--- config.mk ---
export PLATFORM = sky130hd
export DESIGN_NAME = spi_slave
export DESIGN_NICKNAME = d
export VERILOG_FILES = /design/src/rtl/spi_slave.sv
export SDC_FILE = /design/constraint.sdc
export NUM_CORES = 1
export LEC_CHECK = 0
export ABC_AREA = 1
export CORE_ASPECT_RATIO = 1.25
export CORE_UTILIZATION = 35
export DETAILED_ROUTE_END_ITERATION = 10
export SLEW_MARGIN = 15
export SYNTH_ARGS = -nofsm -noshare
export SYNTH_HDL_FRONTEND = slang
export SYNTH_SLANG_ARGS = --single-unit
--- constraint.sdc ---
create_clock -name clk -period 1.7 [get_ports clk]
set_input_delay 0.17 -clock clk [delete_from_list [all_inputs] [get_ports clk]]
set_output_delay 0.17 -clock clk [all_outputs]
set_load 0.02 [all_outputs]
--- src/rtl/spi_slave.sv ---
// spi_slave: SPI target with 2-flop input synchronizers, runtime mode and
// frame length (1..32 bits), a single-entry TX holding register, an RX
// valid/ready handshake and sticky error status.
module spi_slave #(
  parameter int FRAME_MAX = 32
) (
  input  logic                 clk,
  input  logic                 reset,
  input  logic                 sclk_in,
  input  logic                 cs_n,
  input  logic                 mosi,
  output logic                 miso,
  output logic                 miso_oe,
  input  logic                 cpol,
  input  logic                 cpha,
  input  logic [4:0]           frame_len,
  input  logic [FRAME_MAX-1:0] tx_data,
  input  logic                 tx_load,
  output logic                 tx_empty,
  output logic [FRAME_MAX-1:0] rx_data,
  output logic                 rx_valid,
  input  logic                 rx_ready,
  output logic [2:0]           status,
  input  logic [2:0]           ov_clear
);
  typedef enum logic [1:0] {IDLE, LOAD, SHIFT} state_t;
  state_t state, state_nxt;

  logic [1:0] sclk_s, mosi_s, cs_s;
  logic       sclk_d, cs_d;
  logic [1:0] warm;
  logic       armed;
  logic       cpol_l, cpha_l;
  logic [4:0] flen_l, cnt;
  logic [FRAME_MAX-1:0] tx_hold, tx_sr, rx_sr;
  logic       miso_q, skip, cont, done_q;

  logic cs_sync, sclk_rise, sclk_fall, lead_e, trail_e, samp_e, shft_e;
  logic cs_fall, word_done, abort, udf_set, ovf_set, cpha_eff;
  logic [4:0] flen_eff;
  logic [FRAME_MAX-1:0] load_word, tx_shl;

  assign cs_sync   = cs_s[1];
  assign sclk_rise = sclk_s[1] & ~sclk_d;
  assign sclk_fall = ~sclk_s[1] & sclk_d;
  assign lead_e    = cpol_l ? sclk_fall : sclk_rise;
  assign trail_e   = cpol_l ? sclk_rise : sclk_fall;
  assign samp_e    = cpha_l ? trail_e : lead_e;
  assign shft_e    = cpha_l ? lead_e : trail_e;
  // a falling cs_n only counts once cs_n has been seen high since reset
  assign cs_fall   = armed & cs_d & ~cs_sync;
  assign word_done = (state == SHIFT) & samp_e & (cnt == 5'd0);
  assign abort     = (state == SHIFT) & cs_sync & ~word_done;
  // mode and length are taken from the pins only at frame start
  assign flen_eff  = cont ? flen_l : frame_len;
  assign cpha_eff  = cont ? cpha_l : cpha;
  assign load_word = tx_empty ? '0 : tx_hold;
  assign tx_shl    = tx_sr << 1;
  assign udf_set   = (state == LOAD) & tx_empty;
  assign ovf_set   = done_q & rx_valid & ~rx_ready;
  assign miso_oe   = ~cs_sync;
  assign miso      = miso_q & (state != IDLE);

  // input synchronizers, SCLK/cs_n delayed copies for edge detection, arming
  always_ff @(posedge clk or negedge reset) begin
    if (!reset) begin
      sclk_s <= 2'b00;
      mosi_s <= 2'b00;
      cs_s   <= 2'b11;
      sclk_d <= 1'b0;
      cs_d   <= 1'b1;
      warm   <= 2'b00;
      armed  <= 1'b0;
    end else begin
      sclk_s <= {sclk_s[0], sclk_in};
      mosi_s <= {mosi_s[0], mosi};
      cs_s   <= {cs_s[0], cs_n};
      sclk_d <= sclk_s[1];
      cs_d   <= cs_s[1];
      warm   <= {warm[0], 1'b1};
      if (warm[1] && cs_sync) armed <= 1'b1;
    end
  end

  // state register
  always_ff @(posedge clk or negedge reset) begin
    if (!reset) state <= IDLE;
    else        state <= state_nxt;
  end

  // next-state logic
  always_comb begin
    state_nxt = state;
    case (state)
      IDLE:  if (cs_fall) state_nxt = LOAD;
      LOAD:  state_nxt = SHIFT;
      SHIFT: begin
        if (word_done)    state_nxt = cs_sync ? IDLE : LOAD;
        else if (cs_sync) state_nxt = IDLE;
      end
      default: state_nxt = IDLE;
    endcase
  end

  // shift datapath: word setup in LOAD, sample/shift on SCLK edges in SHIFT
  always_ff @(posedge clk or negedge reset) begin
    if (!reset) begin
      cpol_l <= 1'b0;
      cpha_l <= 1'b0;
      flen_l <= '0;
      cnt    <= '0;
      tx_sr  <= '0;
      rx_sr  <= '0;
      miso_q <= 1'b0;
      skip   <= 1'b0;
      cont   <= 1'b0;
      done_q <= 1'b0;
    end else begin
      done_q <= word_done;
      case (state)
        IDLE: begin
          cont   <= 1'b0;
          miso_q <= 1'b0;
        end
        LOAD: begin
          if (!cont) begin
            cpol_l <= cpol;
            cpha_l <= cpha;
            flen_l <= frame_len;
          end
          cnt    <= flen_eff;
          tx_sr  <= load_word;
          miso_q <= load_word[flen_eff];
          rx_sr  <= '0;
          // cpha=1: first leading edge must not move the MSB off miso;
          // back-to-back words: the old word's trailing edge is still due
          skip   <= cpha_eff | cont;
        end
        SHIFT: begin
          if (samp_e) begin
            rx_sr <= {rx_sr[FRAME_MAX-2:0], mosi_s[1]};
            cnt   <= cnt - 5'd1;
          end
          if (shft_e) begin
            if (skip) skip <= 1'b0;
            else begin
              tx_sr  <= tx_shl;
              miso_q <= tx_shl[flen_l];
            end
          end
          if (word_done) cont <= 1'b1;
        end
        default: ;
      endcase
    end
  end

  // TX holding register; a load coinciding with LOAD refills the freed slot
  always_ff @(posedge clk or negedge reset) begin
    if (!reset) begin
      tx_hold  <= '0;
      tx_empty <= 1'b1;
    end else if (tx_load && (tx_empty || state == LOAD)) begin
      tx_hold  <= tx_data;
      tx_empty <= 1'b0;
    end else if (state == LOAD) begin
      tx_empty <= 1'b1;
    end
  end

  // RX output register and handshake; a completed word lands one cycle later
  always_ff @(posedge clk or negedge reset) begin
    if (!reset) begin
      rx_data  <= '0;
      rx_valid <= 1'b0;
    end else if (done_q && (!rx_valid || rx_ready)) begin
      rx_data  <= rx_sr;
      rx_valid <= 1'b1;
    end else if (rx_valid && rx_ready) begin
      rx_valid <= 1'b0;
    end
  end

  // sticky status {frame_err, tx_udf, rx_ovf}; a set beats a clear
  always_ff @(posedge clk or negedge reset) begin
    if (!reset) status <= 3'b000;
    else        status <= (status & ~ov_clear) | {abort, udf_set, ovf_set};
  end
endmodule

Word-level counts from Yosys, hierarchy flattened. Cells that the tools add are included.

Logic and storage cells: 112. Input port bits: 49. Register bits after elaboration: 161.

$add $sub $neg: 1. $lt $le $gt $ge: 2. Mux-type cells: 34. Eq/ne operators: 8. Bitwise logic cells: 22. Reduce and logical (&&, ||, !) cells: 22.

Operators with widths (count): $mux 32 (2); $pmux 32 s2 (1); $mux 31 (2); $pmux 31 s2 (1); $mux 1 (16); $and 1x1->1 (12); $lt 5x6->1 const B (2); $bmux 1 s5 (2); $mux 5 (2); $ne 2x2->1 const B (5); $pmux 5 s2 (1); $reduce_and 2->1 (5); $reduce_bool 2->1 (5); $mux 2 (3); $not 1->1 (6); $pmux 2 s3 (1); $reduce_and 3->1 (2); $logic_not 5->1 (1); $sub 5x1->5 const B (1); $logic_and 1x1->1 (4); $pmux 1 s2 (2); $and 3x3->3 (1); $ne 3x3->1 const B (1); $not 3->3 (1); other kinds (9) (10).

Logic depth before layout (Yosys ltp). Gate-level depths: netlist of run 1.

Depth in word-level cells: 9. Depth in mapped cells: 14.

Least setup slack after synthesis of run 1. No wires, ideal clock.

Path kind: register to register. Start: register state[0]. End: register tx_sr[11]. Clock period less this slack: 1.732 ns. Path slack: -0.032 ns. Data required time: 1.570 ns. Arrival time: 1.602 ns. Buffers on the path: 1. Cell stages (with the launch flop): 11. Cells stage by stage: dfrtp_1 > inv_1 > ha_1 > inv_2 > a21oi_2 > o21ai_2 > nand2_2 > a21oi_4 > inv_2 > clkbuf_1 > o21ai_1.

Cells in the longest elaborated chain, start to end: 3. Elaborated cells between the ends (all ways): 7. Classes of those cells: 4 x eq/ne; 1 x mux; 2 x reduce/logical.

RTL lines: start, declared (RTL line 27) `state_t state, state_nxt;`; start signal, assigned (RTL line 88) `else state <= state_nxt;`; $eq 2x2->1 or $eq 2x1->1 (tied branches) (RTL line 120) `case (state)`; $ne 2x2->1 (no line) or $reduce_bool 2->1 (tied branches); $reduce_and 3->1 (no line); end signal, assigned (RTL line 132) `tx_sr <= load_word;`; end signal, assigned (RTL line 147) `tx_sr <= tx_shl;`; end, declared (RTL line 35) `logic [FRAME_MAX-1:0] tx_hold, tx_sr, rx_sr;`.

Parallel ways exist; a longest one is shown, timed or not. A chain may end at the register's enable or synchronous reset.

Final worst setup path of run 1.
Start: register state[1]. End: register tx_hold[5].

Cells in the longest elaborated chain, start to end: 3.

RTL lines: $eq 2x1->1 (RTL line 163) `end else if (tx_load && (tx_empty || state == LOAD)) begin`; $logic_or 1x1->1 (RTL line 163); $logic_and 1x1->1 (RTL line 163); end signal, assigned (RTL line 164) `tx_hold <= tx_data;`; end, declared (RTL line 35).

Every way passes these cells.

==> impl_metrics.py, run 1 <==
metrics = {
    "run_status": {
        "status": "completed",
    },
    "worst_setup_path": {
        "worstSetupStartpointType": "flop",
        "endpoint_kind": "flop",
        "cp.arrival_ns": 2.00,
        "criticalPathCategory": "reg -> reg",
        "crit_buf_inv": 3,
        "cp.required_ns": 2.01,
        "cp_slowest_stage_delay_ns": 0.41,
        "crit_path_max_fanout": 12,
        "slowest_stage": "dfrtp_1",
        "path_cells": "inv_1 > ha_2 > o21ai_4 > buf_12 > clkbuf_16 > mux2_2",
        "crit_family": "buffers and inverters",
    },
    "logic_synthesis": {
        "synthTopCellsByArea": "dfrtp_1 (55%), nand2_1 (12%), o21ai_0 (6.4%)",
        "synth.distinct_cells": 36,
        "yosys.area.top_type": "dfrtp_1",
        "syn_inst": 782,
        "yosys_warnings": 0,
        "synth_top_area_share_pct": 54.9,
        "synth_common_cells": "nand2_1 (222), dfrtp_1 (157), o21ai_0 (92)",
        "synth_seq_cells": 161,
        "syn_avg_cell_area_um2": 9.15,
        "async_flop_share_pct": 100,
        "yosysMostFrequentCell": "nand2_1",
        "syn_area_um2": 7150,
        "ys.flop_type": "dfrtp_1",
        "synth_edf_count": 0,
        "syn_nets": 836,
        "yosysSeqAreaShare_pct": 56.4,
    },
    "clock_network": {
        "numCtsBuffers": 17,
        "clockRootBuffer": "clkbuf_16",
        "clkTransAtPathRegs_ns": 0.07,
        "cts_tree": "done",
        "htreeDepth": 4,
        "clock-sinks": 161,
        "clk_path_buf_depth": 2,
        "clock_latency_ns": 0.43,
    },
    "die": {
        "initial_core_util_pct": 35.6,
        "die_y_um": 162,
        "core_area_um2": 20100,
        "die_w_um": 130,
        "core.rowCount": 58,
        "ios": 88,
        "die-area_um2": 21000,
    },
    "placed_design": {
        "dp_hpwl_mm": 11.3,
        "dpl_cell_area_um2": 8610,
        "port_buffers": 87,
        "gp_congestion": 0.875,
    },
    "cells_and_area": {
        "area_growth_pct": 34.7,
        "area.sequential_um2": 4040,
        "final_util_pct": 48.0,
        "diodes": 0,
        "drive_above_1_share_pct": 18.6,
        "fin_nets": 960,
        "fillers": 1932,
        "multi_input_area_um2": 2740,
        "post-route-cell-area_um2": 9640,
    },
    "power": {
        "swShare_pct": 36.2,
        "switchingPower_uw": 6140,
        "finalPower_uw": 17000,
        "power_density_nw_per_um2": 1760,
        "power_leakage_uw": 0.00439,
        "comb_power_share_pct": 41.7,
        "pwr-share-clk_pct": 25.5,
        "peakVddDrop_v": 0.000775,
        "pwr-share-seq_pct": 32.8,
        "internal_power_uw": 10800,
    },
    "route": {
        "first_pass_iters": 5,
        "drtIter0Drc": 279,
        "dr_total_vias": 5779,
        "via_per_inst": 4.86,
        "routed_wl_mm": 17.4,
        "final_antenna_net_count": 0,
        "wl_per_cell_um": 14.6,
        "route.detailed.drc": 0,
    },
    "global_routing": {
        "grt_pass1_wl_mm": 27.2,
        "grt_usage_pct": 16.5,
        "grt_antenna_before_repair": 0,
        "grt_max_degree": 67,
        "overflow": 0,
        "grt_pass1_vias": 5629,
    },
    "sta": {
        "grt_setup_unrepaired": "true",
        "final.setup.tns_ns": 0,
        "setup_viol": 0,
        "fmax_mhz": 591,
        "hold_violations": 0,
        "min_period_ns": 1.69,
        "period_share_pct": 99.6,
        "slew_viol_final": 0,
        "finClkSkew_ns": 0.0106,
    },
    "min_path": {
        "min_path_type": "in -> reg",
    },
    "flow_run": {
        "cap_violations": 0,
    },
}
[cell type report]
class | instances | share of cell area [%]
flip-flops and latches | 161 | 41.9
clock buffers | 18 | 4.56
well taps | 270 | 3.50
inverters | 70 | 2.78
multi-input cells | 510 | 28.4
repair buffers | 146 | 16.5
clock inverters | 14 | 2.34
[through the flow]
| stage | std cells | hold slack (ns) | setup slack (ns) |
|---|---|---|---|
| floorplan | 782 | -0.126 | 0.0282 |
| global placement | 1144 | 0.0569 | -0.0311 |
| detailed placement | 1144 | 0.0612 | -0.0968 |
| CTS | 1177 | 0.137 | 0.00595 |
| global route | 1189 | 0.135 | -0.0617 |
| finish | 1189 | 0.151 | 0.00675 |
[layout by cell type (no fill, tap or decap), types with 4 or more instances in the layout]
| cell | netlist | final |
|---|---|---|
| o22ai_1 | 34 | 33 |
| nor2_1 | 9 | 8 |
| inv_6 | 0 | 4 |
| clkdlybuf4s50_1 | 0 | 83 |
| bufinv_16 | 0 | 5 |
| buf_6 | 5 | 5 |
| nand3_1 | 48 | 48 |
| o211ai_1 | 5 | 5 |
| buf_4 | 1 | 36 |
| a21oi_1 | 9 | 9 |
| o21ai_2 | 6 | 6 |
| o21ai_1 | 28 | 30 |
| o21ai_0 | 92 | 86 |
| dfrtp_1 | 157 | 156 |
| o21ai_4 | 0 | 4 |
| nand2_2 | 3 | 9 |
| inv_2 | 6 | 7 |
| mux2_2 | 33 | 33 |
| inv_1 | 63 | 61 |
| clkbuf_16 | 0 | 24 |
| nand2_1 | 222 | 214 |
| dfstp_2 | 4 | 4 |
| buf_12 | 0 | 11 |
[cells by family (layout without fill, tap and decap cells)]
family | Yosys count | in the layout | share of synthesized area [%]
simple gates | 288 | 288 | 16.4
compound gates | 183 | 183 | 14.4
flops | 161 | 161 | 56.4
buf+inv | 111 | 248 | 6.79
mux | 33 | 33 | 5.19
fa+ha+maj | 5 | 5 | 0.874
other cells | 1 | 1 | 0.0524
[path summary, 6_finish.rpt]
| check | startpoint | end | slack [ns] | cells after the start |
|---|---|---|---|---|
| setup / recovery | state[1] | tx_hold[5] | 0.007 | 6 |
| min in group asynchronous | reset | rx_data[31] | 0.18 | 2 |
| max in group asynchronous | reset | rx_data[28] | 0.85 | 3 |
| hold reg to reg | warm[0] | warm[1] | 0.35 | 0 |
| hold / removal | cs_n | cs_s[0] | 0.15 | 1 |
| setup reg to reg | state[1] | tx_hold[5] | 0.007 | 6 |
[timing repair]
item / in CTS / in global routing
endpoints found under the hold margin: 127 / 0
pin swaps: 0 / 5
gates cloned: 0 / 8
setup buffers: 0 / 4
hold buffers: 1 / 0
gates resized for setup: 7 / 40
endpoints found under the setup margin: 4 / 99
[flip-flops by register name, indices dropped and copies added (netlist names), 3 cells and up]
name	flops
rx_sr	32
tx_hold	32
cnt	5
flen_l	5
tx_sr	31
rx_data	32
status	3
[power by group through the flow]
| stage | Combinational (µW) | Sequential [µW] | Clock [µW] |
|---|---|---|---|
| after CTS | 5910 | 5540 | 4420 |
| final | 7070 | 5570 | 4330 |
| after floorplan | 4130 | 5400 | 0 |
| after detailed placement | 5900 | 5600 | 0 |
| after global placement | 5800 | 5590 | 0 |
| after global routing | 7840 | 5700 | 4580 |
[layer usage]
metal  global-route usage (%)  wire (µm)  vias to the layer above
met5                        0          0                        -
met4                     6.03        373                        0
met3                     3.69        618                       29
met2                     28.1       8830                      126
met1                     20.4       7570                     2780
li1                         -          -                     2844
Note: power is estimated with default switching activity, not from simulation.
==> run 2: changes to the inputs <==
--- a/config.mk
+++ b/config.mk
@@ -5,7 +5,6 @@
 export SDC_FILE = /design/constraint.sdc
 export NUM_CORES = 1
 export LEC_CHECK = 0
-export ABC_AREA = 1
 export CORE_ASPECT_RATIO = 1.25
 export CORE_UTILIZATION = 35
 export DETAILED_ROUTE_END_ITERATION = 10
==> impl_metrics.py, run 2 <==
metrics = {
    "run_status": {
        "status": "finished, violations left",
        "violations": "negative setup slack",
    },
    "clock_network": {
        "clk_path_buf_depth": 2,
        "clock_latency_ns": 0.43,
        "cts_tree": "done",
        "clockRootBuffer": "clkbuf_16",
        "numCtsBuffers": 17,
        "clock-sinks": 161,
        "htreeDepth": 4,
        "clkTransAtPathRegs_ns": 0.06,
    },
    "route": {
        "routed_wl_mm": 17.6,
        "route.detailed.drc": 0,
        "met3_length_um": 679,
        "dr_total_vias": 5099,
        "wl_per_cell_um": 17.8,
        "first_pass_iters": 4,
        "wl_met1_mm": 6.96,
        "top_layer_used": "met4",
        "drtIter0Drc": 328,
        "wl_met2_mm": 9.36,
        "via_per_inst": 5.15,
        "final_antenna_net_count": 0,
    },
    "sta": {
        "fmax_mhz": 425,
        "fin_ws_ns": -0.652,
        "final.setup.tns_ns": -8.58,
        "period_share_pct": 138,
        "grt_setup_unrepaired": "true",
        "finClkSkew_ns": 0.0108,
        "setup_viol": 71,
        "min_period_ns": 2.35,
        "hold_violations": 0,
        "slew_viol_final": 0,
    },
    "logic_synthesis": {
        "synth_simple_gate_area_share_pct": 4.83,
        "synth_edf_count": 0,
        "synthTopCellsByArea": "dfrtp_1 (57%), mux2_2 (12%), a22o_1 (4.0%)",
        "synth.distinct_cells": 44,
        "synth_common_cells": "dfrtp_1 (157), mux2_2 (76), nand2_1 (49)",
        "synth_top_family_by_area": "multiplexers",
        "syn_inst": 544,
        "synth_fa_ha_area_share_pct": 0.901,
        "yosysSeqAreaShare_pct": 58.1,
        "syn_nets": 598,
        "synth_compound_area_share_pct": 13.7,
        "yosys_warnings": 0,
        "ys.flop_type": "dfrtp_1",
        "synthMuxAreaShare_pct": 19.3,
        "yosys.area.top_type": "dfrtp_1",
        "async_flop_share_pct": 100,
        "synth-xor-area-share_pct": 0.126,
        "synth_seq_cells": 161,
        "yosysMostFrequentCell": "dfrtp_1",
        "synth_top_area_share_pct": 56.6,
        "syn_area_um2": 6940,
        "syn_avg_cell_area_um2": 12.8,
    },
    "cells_and_area": {
        "drive_above_1_share_pct": 41.0,
        "final_util_pct": 51.4,
        "area_growth_pct": 44.1,
        "post-route-cell-area_um2": 10000,
        "final_cell_mix": "dfrtp_1 (156), clkdlybuf4s50_1 (83), mux2_2 (73)",
        "layout_commonest_cell": "dfrtp_1",
        "diodes": 0,
        "fin_nets": 767,
        "top_regs": "rx_data: 32 flops, rx_sr: 32 flops, tx_hold: 32 flops",
    },
    "global_routing": {
        "grt_usage_pct": 17.0,
        "grt_pass1_wl_mm": 26.8,
        "grt_max_degree": 61,
        "grt_pass1_vias": 5271,
        "grt_antenna_before_repair": 0,
        "overflow": 0,
    },
    "die": {
        "die_w_um": 128,
        "ios": 88,
        "initial_core_util_pct": 35.7,
        "die_y_um": 159,
        "core.rowCount": 57,
        "die-area_um2": 20400,
        "core_area_um2": 19500,
    },
    "worst_setup_path": {
        "r2r_slack_ns": -0.65,
        "worstSetupStartpointType": "flop",
        "r2r_start": "flen_l[0]",
        "crit_path_max_fanout": 8,
        "cp.arrival_ns": 2.65,
        "reg2reg_to": "miso_q",
        "worst-r2r-cell-count": 5,
        "cp.required_ns": 2.00,
        "endpoint_kind": "flop",
        "criticalPathCategory": "reg -> reg",
    },
    "flow_run": {
        "cap_violations": 0,
    },
    "power": {
        "power_density_nw_per_um2": 1810,
        "finalPower_uw": 18100,
        "peakVddDrop_v": 0.000948,
        "power_leakage_uw": 0.00459,
    },
    "min_path": {
        "hold-path-cell-count": 1,
        "min_path_type": "in -> reg",
        "whs_endpoint": "cs_s[0]",
        "hold_path.startpoint": "cs_n",
    },
    "placed_design": {
        "dp_hpwl_mm": 11.2,
        "gp_congestion": 0.826,
        "place_ws_ns": -0.774,
        "port_buffers": 87,
        "dpl_cell_area_um2": 8720,
    },
}
run 2: changes by cell type in the layout (fill, tap and decap cells not counted), moves of 17 or more:
cell / previous run / this run
a22oi_1: 0 / 32
nand3_1: 48 / 2
a22o_1: 1 / 32
inv_1: 61 / 13
nand2_1: 214 / 17
o21ai_1: 30 / 9
nand2_4: 3 / 20
o21ai_0: 86 / 8
o22ai_1: 33 / 3
mux2_2: 33 / 73
buf_4: 36 / 72
run 2: cell families after synthesis:
group | Yosys count
multiplexers | 107
buffers and inverters | 54
adder cells (fa/ha/maj) | 5
AO/OA/AOI/OAI | 136
AND/OR/NAND/NOR | 79
flip-flops | 161
XOR/XNOR | 1
other | 1
run 2: where the power goes:
| part | switching (µW) | internal [µW] |
|---|---|---|
| Clock | 1500 | 2350 |
| Sequential | 978 | 4840 |
| Combinational | 3950 | 4460 |
run 2: final cells by class:
class / count / area, µm²
clock buffer: 23 / 498
clock inverter: 8 / 100
fill: 1652 / 9460
inverter: 19 / 73.8
multi-input combinational: 329 / 3060
sequential: 161 / 4040
tap: 265 / 332
timing repair buffer: 185 / 1900
run 2: worst max-delay path by stage:
stage               cells after the start     end      start
floorplan                               6  miso_q  flen_l[0]
global placement                        5  miso_q  flen_l[0]
detailed placement                      5  miso_q  flen_l[0]
CTS                                     5  miso_q  flen_l[0]
global route                            5  miso_q  flen_l[0]
finish                                  5  miso_q  flen_l[0]
run 2: repair_timing:
item | CTS | global route
setup buffers | 2 | 7
pin swaps | 1 | 40
endpoints found under the hold margin | 99 | 0
endpoints found under the setup margin | 88 | 74
cloned | 1 | 9
hold buffers | 1 | 0
resized for setup | 17 | 127
run 2: worst max-delay path, cell delays in order, from the launching register on:
cell     delay, ns
dfrtp_2       0.51
mux4_2        0.55
mux4_2        0.50
mux2_4        0.27
a41o_1        0.22
a31o_1        0.19
run 2: stage by stage:
stage | cells | hold WS [ns]
after detailed placement | 939 | 0.0736
after global placement | 939 | 0.0683
after floorplan | 544 | -0.126
final | 990 | 0.159
after CTS | 974 | 0.138
after global routing | 990 | 0.148
run 2: metal layers:
layer | track usage (%) | up-vias
li1 | - | 2326
met1 | 20.4 | 2574
met2 | 29.1 | 153
met3 | 4.27 | 46
met4 | 6.31 | 0
met5 | 0 | -
